`config.mk`:
```
export PLATFORM = sky130hd
export DESIGN_NAME = issue_throttle_ctrl
export DESIGN_NICKNAME = d
export VERILOG_FILES = /design/src/rtl/ariane_pkg.sv /design/src/rtl/ls_hist_tracker.sv /design/src/rtl/issue_throttle_ctrl.sv
export SDC_FILE = /design/constraint.sdc
export NUM_CORES = 1
export LEC_CHECK = 0
export ABC_AREA = 1
export BUFFER_PORTS_ARGS = -buffer_cell sky130_fd_sc_hd__buf_2
export CELL_PAD_IN_SITES_DETAIL_PLACEMENT = 1
export CELL_PAD_IN_SITES_GLOBAL_PLACEMENT = 2
export CORE_UTILIZATION = 26
export CTS_CLUSTER_SIZE = 10
export DETAILED_ROUTE_END_ITERATION = 12
export PLACE_DENSITY_LB_ADDON = 0.1
export SYNTH_ARGS = -nofsm -noshare
export SYNTH_HDL_FRONTEND = slang
export SYNTH_HIERARCHICAL = 1
export SYNTH_SLANG_ARGS = --single-unit
```
`constraint.sdc`:
```
create_clock -name clk_i -period 3.15 [get_ports clk_i]
set_input_delay 0.4725 -clock clk_i [delete_from_list [all_inputs] [get_ports clk_i]]
set_output_delay 0.4725 -clock clk_i [all_outputs]
set_load 0.005 [all_outputs]
```
`src/rtl/ariane_pkg.sv`:
```
// ariane_pkg: shared issue-throttle FSM states and default history/threshold constants
package ariane_pkg;

    typedef enum logic [1:0] {
        RUN      = 2'd0,
        THROTTLE = 2'd1,
        COOLDOWN = 2'd2
    } throttle_state_t;

    localparam int LS_HIST_LEN        = 14;
    localparam int LS_THROTTLE_THRESH = 8;

endpackage

```
`src/rtl/ls_hist_tracker.sv`:
```
// ls_hist_tracker: shift-register history of accepted instruction classes with incremental popcount
module ls_hist_tracker #(
    parameter int HIST_LEN = 14,
    parameter int DW       = $clog2(HIST_LEN + 1)
) (
    input  logic                clk_i,
    input  logic                rst_i,
    input  logic                flush_i,
    input  logic                valid_i,
    input  logic                ack_i,
    input  logic                is_ls_i,
    output logic [HIST_LEN-1:0] hist_o,
    output logic [DW-1:0]       density_o
);

    logic                acc;
    logic [HIST_LEN-1:0] hist_q, hist_d;
    logic [DW-1:0]       density_q, density_d;

    assign acc = valid_i & ack_i & ~flush_i;

    // The popped bit is always counted in density, so the subtraction cannot underflow.
    always_comb begin
        hist_d    = acc ? {is_ls_i, hist_q[HIST_LEN-1:1]} : hist_q;
        density_d = acc ? density_q + DW'(is_ls_i) - DW'(hist_q[0]) : density_q;
    end

    always_ff @(posedge clk_i) begin
        if (rst_i) begin
            hist_q    <= '0;
            density_q <= '0;
        end else begin
            hist_q    <= hist_d;
            density_q <= density_d;
        end
    end

    assign hist_o    = hist_q;
    assign density_o = density_q;

endmodule

```
`src/rtl/issue_throttle_ctrl.sv`:
```
// issue_throttle_ctrl: withholds LS issue under high LS density and LSU back-pressure; ISSUE_THROTTLE_PERF_EN enables the stall counter
module issue_throttle_ctrl
    import ariane_pkg::*;
#(
    parameter int HIST_LEN    = LS_HIST_LEN,
    parameter int LS_THRESH   = LS_THROTTLE_THRESH,
    parameter int HOLD_CYCLES = 4,
    parameter int DW          = $clog2(HIST_LEN + 1)
) (
    input  logic                clk_i,
    input  logic                rst_i,
    input  logic                flush_i,
    input  logic                instr_valid_i,
    input  logic                instr_is_ls_i,
    input  logic                instr_ack_i,
    input  logic                lsu_ready_i,
    output logic                valid_o,
    output logic                throttle_o,
    output logic [DW-1:0]       ls_density_o,
    output logic [HIST_LEN-1:0] ls_hist_o,
    output logic [31:0]         throttle_cycles_o
);

    localparam int            HW        = HOLD_CYCLES > 1 ? $clog2(HOLD_CYCLES) : 1;
    localparam logic [HW-1:0] HOLD_INIT = HOLD_CYCLES > 0 ? HW'(HOLD_CYCLES - 1) : '0;

    throttle_state_t state_q, state_d;
    logic [HW-1:0]   hold_cnt_q, hold_cnt_d;

    assign throttle_o = state_q != RUN;
    assign valid_o    = instr_valid_i & ~(instr_is_ls_i & throttle_o);

    ls_hist_tracker #(
        .HIST_LEN (HIST_LEN),
        .DW       (DW)
    ) i_ls_hist_tracker (
        .clk_i     (clk_i),
        .rst_i     (rst_i),
        .flush_i   (flush_i),
        .valid_i   (valid_o),
        .ack_i     (instr_ack_i),
        .is_ls_i   (instr_is_ls_i),
        .hist_o    (ls_hist_o),
        .density_o (ls_density_o)
    );

    always_comb begin
        state_d    = state_q;
        hold_cnt_d = hold_cnt_q;
        unique case (state_q)
            RUN: if (ls_density_o >= DW'(LS_THRESH) && !lsu_ready_i) state_d = THROTTLE;
            THROTTLE: if (lsu_ready_i) begin
                state_d    = HOLD_CYCLES == 0 ? RUN : COOLDOWN;
                hold_cnt_d = HOLD_INIT;
            end
            COOLDOWN: begin
                if (!lsu_ready_i) state_d = THROTTLE;
                else if (hold_cnt_q == '0) state_d = RUN;
                else hold_cnt_d = hold_cnt_q - HW'(1);
            end
            default: state_d = RUN;
        endcase
        if (flush_i) begin
            state_d    = RUN;
            hold_cnt_d = '0;
        end
    end

    always_ff @(posedge clk_i) begin
        if (rst_i) begin
            state_q    <= RUN;
            hold_cnt_q <= '0;
        end else begin
            state_q    <= state_d;
            hold_cnt_q <= hold_cnt_d;
        end
    end

`ifdef ISSUE_THROTTLE_PERF_EN
    logic [31:0] perf_q, perf_d;

    assign perf_d = (throttle_o && instr_valid_i && instr_is_ls_i && perf_q != '1) ? perf_q + 32'd1 : perf_q;

    always_ff @(posedge clk_i) begin
        if (rst_i) perf_q <= '0;
        else perf_q <= perf_d;
    end

    assign throttle_cycles_o = perf_q;
`else
    assign throttle_cycles_o = '0;
`endif

endmodule

```
* After elaboration in Yosys (flattened, before gate mapping)
Cells that the tools add are included.
** Operators by class
- Magnitude comparators :: 1
- Equal/unequal tests :: 7
- Add/sub/neg operators :: 3
- Reduce and logical (&&, ||, !) cells :: 9
- Mux-type cells :: 9
- Bitwise gates (word level) :: 6
** Operators with widths (count)
- 2-to-1 mux 2 bit :: 7
- != test 2 bit, second input constant :: 4
- one-hot mux 2 bit (3 select lines) :: 1
- adder 4 x 1 -> 4 bit :: 1
- AND 1 bit :: 4
- >= comparator 4 bit, second input constant :: 1
- zero test 2 bit :: 2
- one-hot mux 2 bit (2 select lines) :: 1
- AND reduction 4 bit :: 1
- nonzero test 2 bit :: 2
- subtractor 4 x 1 -> 4 bit :: 1
- != test 3 bit, second input constant :: 1
- AND reduction 3 bit :: 1
- equality test 2 x 1 -> 1 bit, second input constant :: 1
- equality test 2 bit, second input constant :: 1
- inverter 1 bit :: 2
- OR reduction 2 bit :: 1
- subtractor 2 x 1 -> 2 bit, second input constant :: 1
- logical AND 1 bit :: 1
- zero test 1 bit :: 1
** Storage, ports and cells
- Bits in registers :: 22
- Input port bits :: 7

* Longest topological paths before layout
Gate-level depths: netlist of the first run.
- Word-level depth :: 6
- Gate-level depth with buffers :: 11
- Mapped depth without buffers :: 11

* Modules after synthesis
The synthesis of the first run kept the hierarchy.
** Modules (own cells, without submodules)
- ls_hist_tracker :: cells each 101, area each 798.3 µm², seq. area each 360.3 µm², instances 1
- issue_throttle_ctrl :: cells each 69, area each 474.2 µm², seq. area each 80.1 µm², instances 1

* Worst setup path after synthesis of the first run
Ideal clock, no wire load.
- Kind :: reg2reg
- Start :: register i_ls_hist_tracker.density_q[0] (netlist: i_ls_hist_tracker/density_o[0])
- End :: register i_ls_hist_tracker.density_q[2] (netlist: i_ls_hist_tracker/density_o[2])
- Buffers on the path :: 0
- Slack :: 1491 ps
- Arrival time :: 1541 ps
- Stages on the path, launching flop included :: 10
- Setup time :: 118 ps
- Path through :: dfxtp_1 > inv_1 > ha_1 > inv_1 > ha_1 > inv_1 > fa_1 > xnor2_1 > o21ai_1 > a21oi_2
** Between the ends
- Cells in the longest elaborated chain, start to end :: 2
** Ends and longest elaborated chain
- start, declared :: line ls_hist_tracker.sv:18 : logic [DW-1:0] density_q, density_d;
- start signal, assigned :: line ls_hist_tracker.sv:34 : density_q <= density_d;
- adder 4 x 1 -> 4 bit :: line ls_hist_tracker.sv:25 : density_d = acc ? density_q + DW'(is_ls_i) - DW'(hist_q[0]) : density_q;
- subtractor 4 x 1 -> 4 bit :: line ls_hist_tracker.sv:25
No other way between the ends.
A chain may end at the register's enable or synchronous reset.

* Worst setup path after layout of the first run
- Start :: register state_q[1]
- End :: register i_ls_hist_tracker.density_q[0] (netlist: i_ls_hist_tracker/density_o[0])
** Between the ends
- Cells in the longest elaborated chain, start to end :: 6
** Ends and longest elaborated chain
- start, declared :: line issue_throttle_ctrl.sv:27 : throttle_state_t state_q, state_d;
- start signal, assigned :: line issue_throttle_ctrl.sv:74 : state_q <= state_d;
- nonzero test 2 bit :: line issue_throttle_ctrl.sv:30 : assign throttle_o = state_q != RUN;
- AND 1 bit :: line issue_throttle_ctrl.sv:31 : assign valid_o = instr_valid_i & ~(instr_is_ls_i & throttle_o);
- inverter 1 bit :: line issue_throttle_ctrl.sv:31
- AND 1 bit :: line issue_throttle_ctrl.sv:31
- AND 1 bit (2 in series) :: line ls_hist_tracker.sv:20 : assign acc = valid_i & ack_i & ~flush_i;
No other way between the ends.

==> results of run 1 <==
## power groups by stage
stage,clock network [uW],registers [uW],logic (uW)
2_1_floorplan,0,306,83.1
3_5_place_dp,0,307,82.4
4_1_cts,276,300,82.9
3_3_place_gp,0,307,82.2
5_1_grt,287,302,97.3
6_report,264,300,81.9
## final cells by class
| cell class | count | area (sq um) | area share (%) |
|---|---|---|---|
| Clock inverter | 1 | 30.0 | 2.14 |
| Sequential cell | 22 | 440 | 31.3 |
| Clock buffer | 3 | 41.3 | 2.94 |
| Multi-Input combinational cell | 125 | 607 | 43.1 |
| Inverter | 19 | 73.8 | 5.25 |
| Timing Repair Buffer | 26 | 130 | 9.25 |
| Tap cell | 67 | 83.8 | 5.96 |
## cells in the final DEF (no fill, tap or decap), types with 2 or more instances in the layout
cell,count
a21oi_1,3
a21oi_2,2
buf_2,26
clkbuf_8,3
conb_1,32
dfxtp_1,22
ha_1,5
inv_1,17
nand2_1,12
nand2_2,3
nand3_1,5
nor2_1,36
nor2_2,2
o21ai_0,9
o21ai_1,10
## logic make-up (layout without fill, tap and decap cells)
kind of cell / Yosys count / count (layout) / synth area share [%]
fa+ha+maj: 6 / 6 / 6.49
flops: 22 / 22 / 34.6
other cells: 1 / 32 / 0.295
compound gates: 25 / 25 / 10.6
simple gates: 61 / 61 / 20.5
buf+inv: 54 / 49 / 26.8
xor+xnor: 1 / 1 / 0.688
## layer usage
layer	GRT usage, %	routed length [microns]	part of all wire (%)	vias up
met5	0	0	0	-
met4	5.88	46	1.7	0
met3	1.67	77	2.9	4
met2	20.9	1350	51	28
met1	13.3	1180	44	462
li1	-	-	-	515
## worst max path at each step
stage | startpoint | endpoint | slack (ps) | depth (start not counted)
2_1_floorplan | i_ls_hist_tracker/density_o[0] | i_ls_hist_tracker/density_o[2] | 1490 | 9
3_3_place_gp | instr_is_ls_i | i_ls_hist_tracker/density_o[2] | 1320 | 7
3_5_place_dp | instr_is_ls_i | i_ls_hist_tracker/density_o[0] | 1250 | 7
4_1_cts | state_q[1] | i_ls_hist_tracker/density_o[0] | 1260 | 8
5_1_grt | state_q[1] | i_ls_hist_tracker/density_o[3] | 1060 | 9
6_report | state_q[1] | i_ls_hist_tracker/density_o[0] | 1290 | 8
## registers in the layout, indices dropped and copies added, names as in the netlist
signal and cells:
i_ls_hist_tracker/hist_o 14, state_q 2, hold_cnt_q 2, i_ls_hist_tracker/density_o 4
## tightest hold or removal path, cell delays in order
cell and delay [ps]:
buf_2 110, a21oi_1 40, nand2_1 50, inv_1 30
## stage by stage
step                      setup WS [ps]  cell area, sq um  hold WS [ps]  power, uW
after floorplan                    1490              1390           453        390
after global placement             1320              1340           469        389
after detailed placement           1250              1340           482        389
after CTS                          1260              1410           477        659
after global routing               1060              1410           503        687
final                              1290              1410           483        646
==> summary.md, run 1 <==
| Metric | Value |
|---|---|
| Outcome | completed |
| Ys Warns | 6 |
| Critical path endpoint category | register |
| ANT nets after route | 0 |
| Asr flop ratio synth | 0% |
| Filler instances | 613 |
| DRC | 0 |
| Synth top cells by count | nor2_1 (36), buf_4 (32), dfxtp_1 (22) |
| Die H | 72.0 microns |
| Share of the synthesized area in the top cell type | 34.6% |
| # hold bufs at CTS | 0 |
| Power Internal | 491 uW |
| Hold_sp | rst_i |
| Top Ports | 59 |
| Drt first pass iters | 4 |
| R2R Path Start | state_q[1] |
| Worst Hold End | i_ls_hist_tracker/density_o[3] |
| TritonCTS clock tree | built |
| Final WL | 2660 microns |
| Clock Root Buffer | clkbuf_8 |
| CP Max Fanout | 19 |
| Num rows | 25 |
| Area delta synth->final | 10.5% |
| Setup slack, reg-to-reg | 1290 ps |
| RSZ-0062 raised after global routing | false |
| Clock Latency Late Sink | 260 ps |
| Final setup fails | 0 |
| Largest net degree at the start of global routing | 20 |
| PD cells | 459 nW/um^2 |
| Most common cell in the synthesized netlist | nor2_1 |
| Critical-path top delay cell | nor2_4 |
| Reg clk slew, reported paths | 80 ps |
| Netlist cell types | 24 |
| Clock Skews | 4.14 ps |
| Logic pwr share | 12.7% |
| First-pass GRT wire length | 4700 microns |
| Crit-path cells | nor2_1 -> inv_1 -> a21boi_0 -> nand2_1 -> nor2_4 -> inv_4 -> o21ai_1 -> a21oi_2 |
| Setup TNS | 0 ps |
| Tcrit/Tclk final | 59.1% |
| Final core occ | 29.8% |
| Seq cells post-synth | 22 |
| Antenna violations before repair | 0 |
| Critical path's top delay family | simple AND/OR/NAND/NOR gates |
| Post-DP HPWL | 2080 microns |
| Switch Pwr | 155 uW |
| CP startpoint kind | register |
| Seq/Total Area, Yosys | 34.6% |
| Final Hold Viols | 0 |
| Max rail drop VDD | 0.160 mV |
| Max-cap viol count | 0 |
| Layout cells sized above 1 | 19.9% |
| Largest area contributor in the netlist | dfxtp_1 |
| Number of H-tree levels | 1 |
| Vias/cell | 3.84 |
| Syn avg cell area | 7.49 sq um |
| Worst setup path class | reg -> reg |
| Max Freq | 538 MHz |
| Total Routing Usage GR | 11.6% |
| Vias in the first global route | 1075 |
| Routed len/inst | 10.1 microns |
| Vias | 1009 |
| Worst hold stages | 4 |
| Leak | 0.000731 uW |
| Worst Reg-to-Reg Cells | 8 |
| Final Max Tran Viols | 0 |
| Slowest stage delay, CP | 390 ps |
| Reg-to-reg critical path endpoint | i_ls_hist_tracker/density_o[0] |
| Tmin final | 1860 ps |
| Inserted Clock Buffers | 3 |
| Critical path buffer and inverter count | 2 |
| Max Buffers Root-to-Sink | 2 |
| Clk pwr share | 40.9% |
| Core area | 4720 sq um |
| Hold crit path type | in -> reg |
| Initial core utilization | 26.9% |
| RePlAce Congestion | 0.676 |
| I/O Buffers | 26 |
| Switching share of power | 24.1% |
| Placed cell count | 259 |
| Die width | 72.0 microns |
| Required time of the worst setup path | 3300 ps |
| Nets | 210 |
| Final Non-Filler Cells | 263 |
| Reg power frac | 46.5% |
| # clock sinks | 22 |
| Antenna cells | 0 |
| Setup bufs post-CTS | 0 |
| Synth Instances | 170 |
| Number of synthesized flops with an enable pin | 0 |
| Synth Flop Type | dfxtp_1 |
| Die area | 5180 sq um |
| Grt ovf | 0 |
| Crit path DAT | 2010 ps |
| Mapped cell area | 1270 sq um |
| 1st-iter DRT viols | 24 |
| Area contributors post-synth | dfxtp_1 (35%), buf_4 (19%), nor2_1 (11%), inv_1 (5.0%), ha_1 (4.9%) |
| CTS resizes | 0 |
Note: power is estimated with default switching activity, not from simulation.
==> run 2: changes to the inputs <==
--- a/config.mk
+++ b/config.mk
@@ -9,7 +9,7 @@
 export BUFFER_PORTS_ARGS = -buffer_cell sky130_fd_sc_hd__buf_2
 export CELL_PAD_IN_SITES_DETAIL_PLACEMENT = 1
 export CELL_PAD_IN_SITES_GLOBAL_PLACEMENT = 2
-export CORE_UTILIZATION = 26
+export CORE_UTILIZATION = 22
 export CTS_CLUSTER_SIZE = 10
 export DETAILED_ROUTE_END_ITERATION = 12
 export PLACE_DENSITY_LB_ADDON = 0.1
==> constraint.sdc (replaced) <==
create_clock -name clk_i -period 1.6 [get_ports clk_i]
set_input_delay 0.24 -clock clk_i [delete_from_list [all_inputs] [get_ports clk_i]]
set_output_delay 0.24 -clock clk_i [all_outputs]
set_load 0.005 [all_outputs]
==> summary.md, run 2 (synthesis results as in run 1) <==
| Metric | Value |
|---|---|
| Outcome | completed |
| Most frequent cells in the layout | nor2_1 (36), conb_1 (32), buf_2 (26), dfxtp_1 (20), inv_1 (14) |
| Final Non-Filler Cells | 275 |
| Final WL | 2800 microns |
| Worst Reg-to-Reg Cells | 9 |
| CP Max Fanout | 2 |
| Routed len/inst | 10.2 microns |
| Number of H-tree levels | 1 |
| RePlAce Congestion | 0.712 |
| Tcrit/Tclk final | 97.8% |
| Final Max Tran Viols | 0 |
| R2R Path Start | i_ls_hist_tracker/density_o[0] |
| Hold crit path type | in -> reg |
| Setup bufs post-CTS | 0 |
| Reg-to-reg critical path endpoint | i_ls_hist_tracker/density_o[2] |
| # clock sinks | 22 |
| Setup TNS | 0 ps |
| Switch Pwr | 312 uW |
| Clk pwr share | 40.1% |
| Switching share of power | 24.2% |
| Layout cells sized above 1 | 26.6% |
| Final Hold Viols | 0 |
| 1st-iter DRT viols | 33 |
| Critical path endpoint category | register |
| Clock Latency Late Sink | 260 ps |
| Crit-path cells | inv_2 -> ha_4 -> inv_4 -> ha_4 -> inv_2 -> fa_2 -> xnor2_1 -> o21ai_1 -> a21oi_2 |
| Core area | 5540 sq um |
| Pwr Total | 1290 uW |
| Vias/cell | 3.84 |
| Worst slack, placed | -38.9 ps |
| DRC | 0 |
| Clock Root Buffer | clkbuf_8 |
| Fin worst setup slack | 34.8 ps |
| Inserted Clock Buffers | 3 |
| Drt first pass iters | 4 |
| Tmin final | 1570 ps |
| Largest net degree at the start of global routing | 20 |
| Reg clk slew, reported paths | 80 ps |
| Nets | 217 |
| Reg power frac | 45.8% |
| Crit path DAT | 1720 ps |
| Max Freq | 639 MHz |
| Worst setup path class | reg -> reg |
| Required time of the worst setup path | 1750 ps |
| Placed cell count | 271 |
| Die area | 6090 sq um |
| Critical-path top delay cell | dfxtp_2 |
| First-pass GRT wire length | 4670 microns |
| Max-cap viol count | 0 |
| Setup slack, reg-to-reg | 30 ps |
| Total Routing Usage GR | 9.71% |
| Most common cell after layout, fill and taps aside | nor2_1 |
| Hold WS | 272 ps |
| # hold bufs at CTS | 0 |
| Leak | 0.000765 uW |
| Grt ovf | 0 |
| Setup crit start | i_ls_hist_tracker/density_o[0] |
| Max Buffers Root-to-Sink | 2 |
| Antenna cells | 0 |
| CP endpoint | i_ls_hist_tracker/density_o[2] |
| Largest register FFs | 14 |
| Slowest stage delay, CP | 340 ps |
| TritonCTS clock tree | built |
| Power Internal | 981 uW |
| RSZ-0062 raised after global routing | true |
| Clock Skews | 8.23 ps |
| Die H | 78.1 microns |
| I/O Buffers | 26 |
| Top Ports | 59 |
| PD cells | 863 nW/um^2 |
| Area delta synth->final | 17.7% |
| Antenna violations before repair | 0 |
| Logic pwr share | 14.1% |
| Post-DP HPWL | 2240 microns |
| Num rows | 27 |
| Initial core utilization | 23.0% |
| Filler instances | 723 |
| Vias in the first global route | 1010 |
| Final setup fails | 0 |
| Die width | 78.1 microns |
| Vias | 1057 |
| ANT nets after route | 0 |
| Max rail drop VDD | 0.346 mV |
| CP startpoint kind | register |
==> run 2: cell types whose count changed in the layout (fill, tap and decap cells not counted), sizes merged <==
cell,change
buf,+7
==> run 2: through the flow <==
step	area, sq um	util, %
after floorplan	1420	-
after global placement	1420	25.7
after detailed placement	1420	25.7
after CTS	1500	27.0
after global routing	1500	27.0
final	1500	27.0
==> run 2: worst min path at each step <==
stage / from / endpoint / slack [ps] / cells past startpoint
floorplan: instr_is_ls_i / i_ls_hist_tracker/hist_o[13] / 370 / 2
global placement: hold_cnt_q[0] / hold_cnt_q[0] / 470 / 2
detailed placement: hold_cnt_q[0] / hold_cnt_q[0] / 490 / 2
CTS: rst_i / i_ls_hist_tracker/density_o[3] / 270 / 4
global route: rst_i / i_ls_hist_tracker/density_o[3] / 270 / 4
finish: rst_i / i_ls_hist_tracker/density_o[3] / 270 / 4
==> run 2: power groups by stage <==
stage	clock network [uW]	registers (uW)	logic, uW
2_1_floorplan	0	605	171
3_3_place_gp	0	604	180
3_5_place_dp	0	605	182
4_1_cts	546	593	184
5_1_grt	568	596	213
6_report	519	592	182
==> run 2: final cells by class <==
class	instances	area, sq um	area share [%]
Tap cell	72	90.1	6.02
Inverter	19	76.3	5.10
Multi-Input combinational cell	125	634	42.4
Timing Repair Buffer	33	183	12.2
Clock buffer	3	41.3	2.76
Sequential cell	22	443	29.6
Clock inverter	1	30.0	2.01
==> run 2: repair_timing <==
action / 4_1_cts / 5_1_grt
resized for setup: 1 / 1
setup endpoints to repair: 1 / 1
pin swaps: 2 / 0
endpoints found under the hold margin: 0 / 0
==> run 2: routing by layer <==
layer  global-route usage (%)  wire length [microns]  part of all wire [%]  up-vias
met5                        0                      0                     0        -
met4                     3.89                     41                   1.5        0
met3                     1.98                    157                   5.6        5
met2                     16.8                   1300                    46       43
met1                     11.6                   1310                    47      481
li1                         -                      -                     -      528
==> run 2: critical path, delay by kind of cell (launching register included) <==
family	cells	cell delay, ps
flip-flops	1	340
adder cells (fa/ha/maj)	3	650
buffers and inverters	3	130
AO/OA/AOI/OAI	2	190
XOR/XNOR	1	130
==> run 3: changes to the inputs <==
--- a/config.mk
+++ b/config.mk
@@ -13,6 +13,7 @@
 export CTS_CLUSTER_SIZE = 10
 export DETAILED_ROUTE_END_ITERATION = 12
 export PLACE_DENSITY_LB_ADDON = 0.1
+export RECOVER_POWER = 25
 export SYNTH_ARGS = -nofsm -noshare
 export SYNTH_HDL_FRONTEND = slang
 export SYNTH_HIERARCHICAL = 1
==> summary.md, run 3 (synthesis results as in run 1) <==
| Metric | Value |
|---|---|
| Pwr Total | 1290 uW |
| Die H | 78.1 microns |
| Final Max Tran Viols | 0 |
| Critical-path top delay cell | dfxtp_2 |
| Power Internal | 980 uW |
| Critical path buffer and inverter count | 3 |
| Antenna cells | 0 |
| Max Freq | 639 MHz |
| Drt first pass iters | 4 |
| Setup crit start | i_ls_hist_tracker/density_o[0] |
| Total Routing Usage GR | 9.71% |
| Final setup fails | 0 |
| Hold_sp | rst_i |
| Antenna violations before repair | 0 |
| Logic pwr share | 14.1% |
| Vias | 1057 |
| TritonCTS clock tree | built |
| Reg power frac | 45.8% |
| Grt ovf | 0 |
| Leak | 0.000752 uW |
| Switch Pwr | 312 uW |
| ANT nets after route | 0 |
| Switching share of power | 24.2% |
| Hold crit path type | in -> reg |
| Initial core utilization | 23.0% |
| Number of H-tree levels | 1 |
| Most common cell after layout, fill and taps aside | nor2_1 |
| Critical path endpoint category | register |
| Worst setup path class | reg -> reg |
| Inserted Clock Buffers | 3 |
| Max-cap viol count | 0 |
| Most frequent cells in the layout | nor2_1 (36), conb_1 (32), buf_2 (24), dfxtp_1 (20), inv_1 (14) |
| Vias/cell | 3.84 |
| Final Hold Viols | 0 |
| Crit-path cells | inv_2 -> ha_4 -> inv_4 -> ha_4 -> inv_2 -> fa_2 -> xnor2_1 -> o21ai_1 -> a21oi_2 |
| Tcrit/Tclk final | 97.8% |
| Vias in the first global route | 1010 |
| DRC | 0 |
| FF+latch area | 443 sq um |
| Die area | 6090 sq um |
| Final instance area | 1490 sq um |
| Placed inst area | 1420 sq um |
| Clock Root Buffer | clkbuf_8 |
| I/O Buffers | 26 |
| Num rows | 27 |
| Final core occ | 26.9% |
| CP startpoint kind | register |
| Slowest stage delay, CP | 340 ps |
| Clock Latency Late Sink | 260 ps |
| Final WL | 2800 microns |
| Required time of the worst setup path | 1750 ps |
| Crit path DAT | 1720 ps |
| RePlAce Congestion | 0.712 |
| Max rail drop VDD | 0.346 mV |
| Critical path's top delay family | adder cells |
| First-pass GRT wire length | 4670 microns |
| Reg clk slew, reported paths | 80 ps |
| # hold bufs at CTS | 0 |
| Top Ports | 59 |
| Tmin final | 1570 ps |
| Routed len/inst | 10.2 microns |
| RSZ-0062 raised after global routing | true |
| Clk pwr share | 40.1% |
| PD cells | 866 nW/um^2 |
| R2R Path Start | i_ls_hist_tracker/density_o[0] |
| CP Max Fanout | 2 |
| Area delta synth->final | 17.2% |
| # clock sinks | 22 |
| Layout cells sized above 1 | 25.1% |
| Filler instances | 726 |
| Largest net degree at the start of global routing | 20 |
| Multi-input gate area | 634 sq um |
| Outcome | completed |
| Die width | 78.1 microns |
| 1st-iter DRT viols | 33 |
| Post-DP HPWL | 2240 microns |
| Max Buffers Root-to-Sink | 2 |
| Core area | 5540 sq um |
| Clock Skews | 8.22 ps |
| Largest register FFs | 14 |
| Nets | 217 |
## run 3: cell count changes in the layout (fill, tap and decap cells not counted), sizes merged
cell / delta
clkbuf: +3
buf: -3
## run 3: stage by stage
step / cells / setup TNS, ps / setup WS (ps) / hold slack, ps
final: 275 / 0 / 34.8 / 273
after CTS: 275 / 0 / 2.70 / 267
after global routing: 275 / -44.9 / -44.9 / 274
after floorplan: 201 / 0 / 22.9 / 375
after detailed placement: 271 / -38.9 / -38.9 / 489
after global placement: 271 / 0 / 15.4 / 465
## run 3: cell type report
| cell class | instances | area share, % |
|---|---|---|
| timing repair buffer | 33 | 11.8 |
| tap | 72 | 6.04 |
| sequential | 22 | 29.7 |
| clock inverter | 1 | 2.01 |
| multi-input combinational | 125 | 42.5 |
| inverter | 19 | 5.12 |
| clock buffer | 3 | 2.77 |
## run 3: worst register-to-register path: cells and delay by family, from the launching register on
kind | cells | cell delay, ps
compound gates | 2 | 190
buf+inv | 3 | 130
fa+ha+maj | 3 | 650
flops | 1 | 340
xor+xnor | 1 | 130
## run 3: path summary, 6_finish.rpt
path | to | slack [ps] | cells past startpoint
worst max-delay path | i_ls_hist_tracker/density_o[2] | 30 | 9
worst min-delay path | i_ls_hist_tracker/density_o[3] | 270 | 4
worst max register to register | i_ls_hist_tracker/density_o[2] | 30 | 9
worst min register to register | hold_cnt_q[1] | 500 | 2
## run 3: layer usage
metal  track usage (%)  routed length (microns)  part of all wire (%)
met5                 0                        0                     0
met4              3.89                       41                   1.5
met3              1.98                      157                   5.6
met2              16.8                     1290                    46
met1              11.6                     1310                    47
## run 3: power by group through the flow
stage	clock network [uW]	registers, uW	logic (uW)
2_1_floorplan	0	605	171
3_3_place_gp	0	604	180
3_5_place_dp	0	605	182
4_1_cts	546	593	184
5_1_grt	568	596	213
6_report	518	592	182
## run 3: what timing repair did
| action | CTS | global route |
|---|---|---|
| pin swaps | 2 | 0 |
| setup endpoints to repair | 1 | 1 |
| buffers inserted | 0 | 0 |
| resized for setup | 1 | 1 |
